[src/rtl/irq_controller.sv]
// Interrupt controller: synchronised sources latch into pending, lowest enabled index requests; registered irq/id/vector, 1-cycle HOLDOFF after each ack.
// Latency src->irq 4 edges (3 with IRQ_CTRL_LEVEL_EN: pending follows synchronised level, ack does not clear); no backpressure, reset_irq outside ASSERT ignored.
module irq_controller #(
    parameter int          NUM_SOURCES = 4,
    parameter logic [15:0] VECTOR_BASE = 16'h0100
) (
    input  logic                   clock,
    input  logic                   reset,
    input  logic [NUM_SOURCES-1:0] irq_src,
    input  logic                   mask_write,
    input  logic [NUM_SOURCES-1:0] mask_data,
    input  logic                   reset_irq,
    output logic                   irq,
    output logic [15:0]            irq_vector,
    output logic [3:0]             irq_id,
    output logic [NUM_SOURCES-1:0] pending,
    output logic [NUM_SOURCES-1:0] mask
);
    typedef enum logic [1:0] {
        ST_IDLE    = 2'd0,
        ST_ASSERT  = 2'd1,
        ST_HOLDOFF = 2'd2
    } state_t;

    state_t                 state_q, state_d;
    logic [NUM_SOURCES-1:0] s1_q, s1_d;
    logic [NUM_SOURCES-1:0] s2_q, s2_d;
    logic [NUM_SOURCES-1:0] mask_q, mask_d;
    logic                   irq_q, irq_d;
    logic [3:0]             irq_id_q, irq_id_d;
    logic [15:0]            irq_vector_q, irq_vector_d;
    logic [NUM_SOURCES-1:0] pend_vec;
    logic [NUM_SOURCES-1:0] eligible;
    logic [3:0]             win_id;

    always_comb begin
        s1_d   = irq_src;
        s2_d   = s1_q;
        mask_d = mask_write ? mask_data : mask_q;
    end

    always_ff @(posedge clock or posedge reset) begin
        if (reset) begin
            s1_q   <= '0;
            s2_q   <= '0;
            mask_q <= '0;
        end else begin
            s1_q   <= s1_d;
            s2_q   <= s2_d;
            mask_q <= mask_d;
        end
    end

`ifdef IRQ_CTRL_LEVEL_EN
    assign pend_vec = s2_q;
`else
    logic [NUM_SOURCES-1:0] s3_q, s3_d;
    logic [NUM_SOURCES-1:0] pending_q, pending_d;
    logic [NUM_SOURCES-1:0] evt, clr;
    logic                   ack;

    assign ack = (state_q == ST_ASSERT) && reset_irq;

    // A fresh edge in the ack cycle must survive, so set is OR-ed in after clear.
    always_comb begin
        s3_d = s2_q;
        evt  = s2_q & ~s3_q;
        clr  = '0;
        for (int i = 0; i < NUM_SOURCES; i++) begin
            clr[i] = ack && (irq_id_q == 4'(i));
        end
        pending_d = (pending_q & ~clr) | evt;
    end

    always_ff @(posedge clock or posedge reset) begin
        if (reset) begin
            s3_q      <= '0;
            pending_q <= '0;
        end else begin
            s3_q      <= s3_d;
            pending_q <= pending_d;
        end
    end

    assign pend_vec = pending_q;
`endif

    // Descending scan so the lowest eligible index is the final assignment.
    always_comb begin
        eligible = pend_vec & mask_q;
        win_id   = '0;
        for (int i = NUM_SOURCES - 1; i >= 0; i--) begin
            if (eligible[i]) begin
                win_id = 4'(i);
            end
        end
    end

    always_comb begin
        state_d      = state_q;
        irq_d        = irq_q;
        irq_id_d     = irq_id_q;
        irq_vector_d = irq_vector_q;
        case (state_q)
            ST_IDLE: begin
                if (|eligible) begin
                    state_d      = ST_ASSERT;
                    irq_d        = 1'b1;
                    irq_id_d     = win_id;
                    irq_vector_d = VECTOR_BASE + {10'd0, win_id, 2'b00};
                end
            end
            ST_ASSERT: begin
                if (reset_irq) begin
                    state_d = ST_HOLDOFF;
                    irq_d   = 1'b0;
                end
            end
            ST_HOLDOFF: begin
                state_d = ST_IDLE;
            end
            default: begin
                state_d = ST_IDLE;
                irq_d   = 1'b0;
            end
        endcase
    end

    always_ff @(posedge clock or posedge reset) begin
        if (reset) begin
            state_q      <= ST_IDLE;
            irq_q        <= 1'b0;
            irq_id_q     <= '0;
            irq_vector_q <= VECTOR_BASE;
        end else begin
            state_q      <= state_d;
            irq_q        <= irq_d;
            irq_id_q     <= irq_id_d;
            irq_vector_q <= irq_vector_d;
        end
    end

    assign irq        = irq_q;
    assign irq_id     = irq_id_q;
    assign irq_vector = irq_vector_q;
    assign pending    = pend_vec;
    assign mask       = mask_q;

endmodule

[config.mk]
export PLATFORM = sky130hd
export DESIGN_NAME = irq_controller
export DESIGN_NICKNAME = d
export VERILOG_FILES = /design/src/rtl/irq_controller.sv
export SDC_FILE = /design/constraint.sdc
export NUM_CORES = 1
export LEC_CHECK = 0
export ABC_AREA = 1
export CORE_UTILIZATION = 40
export DETAILED_ROUTE_END_ITERATION = 7
export GPL_ROUTABILITY_DRIVEN = 0
export GPL_TIMING_DRIVEN = 0
export PLACE_DENSITY = 0.75
export SYNTH_ARGS = -nofsm -noshare
export SYNTH_HDL_FRONTEND = slang
export SYNTH_SLANG_ARGS = --single-unit
[constraint.sdc]
create_clock -name clock -period 1.1 [get_ports clock]
set_input_delay 0.165 -clock clock [delete_from_list [all_inputs] [get_ports clock]]
set_output_delay 0.165 -clock clock [all_outputs]
set_load 0.02 [all_outputs]
==> results_dict.tcl <==
set metrics [dict create \
    power_mw 3.06 \
    rsz0062_at_grt "yes" \
    avgSynthCellArea_um2 10.7 \
    power_density_mw_per_mm2 2110 \
    core_mm2 0.00230 \
    peakVddDrop_uv 1310 \
    path_class "flop to output port" \
    routed_via_density 4.35 \
    synth_most_common_cell "dfrtp_1" \
    cp.arrival_ns 0.99 \
    maxCapViolCount 0 \
    netlist-cell-type-count 10 \
    layout_setup_ws_ns -0.0529 \
    dp_hpwl_um 1230 \
    fin_crit_ns 1.15 \
    wl_um 1800 \
    crit_top_cell "buf_6" \
    ff_latch_area_um2 627 \
    drt_first_pass_iters 2 \
    grt_pass1_wl_um 2860 \
    async_reset_ff_share_pct 100 \
    dieWidth_um 52.1 \
    n_fill_cell 200 \
    nets 158 \
    overflow 0 \
    fmax_ghz 0.867 \
    synth_top_area_share_pct 62.3 \
    die_height_um 52.1 \
    start_util_pct 43.7 \
    yosys_most_used_dff "dfrtp_1" \
    multi_input_area_um2 292 \
    cp.depth 2 \
    synth_seq_cells 25 \
    synth_edf_count 0 \
    hold_path.class "input pin to async pin" \
    required_ns 0.94 \
    path_clk_slew_ns 0.12 \
    syn_area_mm2 0.00100 \
    clock_skew_ns 0.00151 \
    worstSetupEndpointType "output port" \
    grt_pass1_vias 682 \
    cp-startpoint "irq_id[0]" \
    cts_tree "yes" \
    drc 0 \
    h-tree-depth 1 \
    postRouteAntennaNets 0 \
    setup.worst_path.end "irq_vector[2]" \
    vias 753 \
    setup_violations 2 \
    dieArea_mm2 0.00271 \
    yosysTopAreaCell "dfrtp_1" \
    layout-drive-gt1-share_pct 40.0 \
    wl_per_cell_um 10.4 \
    ff2ff_path_depth 4 \
    slew_headroom_pct 64.9 \
    path_buf_inv 2 \
    yosysWarningCount 0 \
    seq_area_frac_synth_pct 62.3 \
    io_buffer_count 24 \
    syn_to_final_growth_pct 44.0 \
    cts.sinks 25 \
    crit_chain "buf_6 > buf_6" \
    yosys-top-cells-area "dfrtp_1 (62%), buf_4 (13%), nand2_1 (7.1%), o21ai_0 (4.5%), mux2_2 (4.5%)" \
    worst_slew_pin_slew_ns 0.526 \
    crit_family "flip-flops" \
    fp-row-count 17 \
    finalCritPeriodShare_pct 105 \
    hold_viol_final 0 \
    num_antenna_cells 0 \
    cp_max_fo 3 \
    clock-root-buffer "clkbuf_4" \
    synth_cells 94 \
    grt_use_total_pct 14.8 \
    p_leak_nw 0.747 \
    clk_latency_ns 0.31 \
    ios 41 \
    crit_slowest_cell "dfrtp_2" \
    cts_made_buffers 3 \
    cp-start-kind "flop" \
    rrSetupSlack_ns 0.02 \
    grt_max_degree 26 \
    antenna_found_initial 0 \
    regToRegStartpoint "state_q[1]" \
    pre_cts_ws_ns -0.238 \
    drtIter0Drc 9 \
    status "finished, violations left" \
    synth_common_cells "dfrtp_1 (25), nand2_1 (19), buf_4 (18), inv_1 (10), o21ai_0 (9)" \
    cts_buffer_depth 2 \
    finalMaxSlewViolations 0 \
    violations "negative setup slack" \
    slowest_delay_ns 0.44 \
    worstReg2RegEnd "pending[2]" \
]
cell type report:
type / instances / share of cell area, %
timing repair buffer: 33 / 19.5
multi-input combinational: 55 / 20.2
tap: 28 / 2.42
clock buffer: 4 / 1.82
inverter: 10 / 2.86
sequential: 25 / 43.4
buffer: 18 / 9.87
cell families after synthesis:
logic type,after synthesis,share of synthesized area [%]
AO/OA/AOI/OAI,10,5.24
buffers and inverters,28,17.2
flip-flops,25,62.3
multiplexers,4,4.49
other,2,0.748
AND/OR/NAND/NOR,25,9.97
registers in the layout, indices dropped and copies added, names as in the netlist:
signal and cells:
irq 1, s3_q 4, irq_id 2, s1_q 4, pending 4, state_q 2
mask 4, s2_q 4
worst min path at each step:
stage	slack (ns)	endpoint	cells after the start	from
floorplan	0.19	irq	1	reset
global placement	0.33	s2_q[1]	0	s1_q[1]
detailed placement	0.34	s2_q[3]	0	s1_q[3]
CTS	0.26	s1_q[0]	1	irq_src[0]
global route	0.24	s1_q[0]	2	reset
finish	0.22	s1_q[3]	2	reset
per-layer routing:
| metal | up-vias | track usage [%] | wire [um] |
|---|---|---|---|
| li1 | 363 | - | - |
| met1 | 346 | 15.4 | 706 |
| met2 | 38 | 27.4 | 924 |
| met3 | 6 | 2.92 | 119 |
| met4 | 0 | 8.11 | 53 |
| met5 | - | 0 | 0 |
through the flow:
step | util [%] | hold slack (ns) | cells | instance area [um^2] | setup TNS, ns
6_report | 62.9 | 0.221 | 173 | 1450 | -0.105
5_1_grt | 62.9 | 0.243 | 173 | 1450 | -0.335
4_1_cts | 58.9 | 0.262 | 169 | 1350 | -0.117
3_5_place_dp | 58.0 | 0.336 | 160 | 1330 | -7.23
3_3_place_gp | 58.0 | 0.333 | 160 | 1330 | -5.96
2_1_floorplan | - | 0.192 | 108 | 1060 | 0
power breakdown:
group,leakage (nW),internal [mW],total (mW),switching (mW)
Sequential,0.283,1.10,1.28,0.175
Clock,0.0150,0.142,0.395,0.253
Combinational,0.449,0.655,1.38,0.728
Total,0.747,1.90,3.06,1.16
cell usage in the layout, fill, tap and decap left out, types with 6 or more instances in the layout:
cell type / instances
buf_6: 9
buf_4: 23
conb_1: 16
inv_1: 8
buf_2: 8
nand2_1: 14
dfrtp_1: 24
clkdlybuf4s50_1: 11
o21ai_0: 6
repair_timing:
| action | CTS | global route |
|---|---|---|
| buffers inserted | 5 | 4 |
| endpoints found under the setup margin | 13 | 15 |
| pin swaps | 0 | 4 |
| hold buffers | 0 | 0 |
| resized for setup | 60 | 22 |
(Power assumes the default switching activity.)
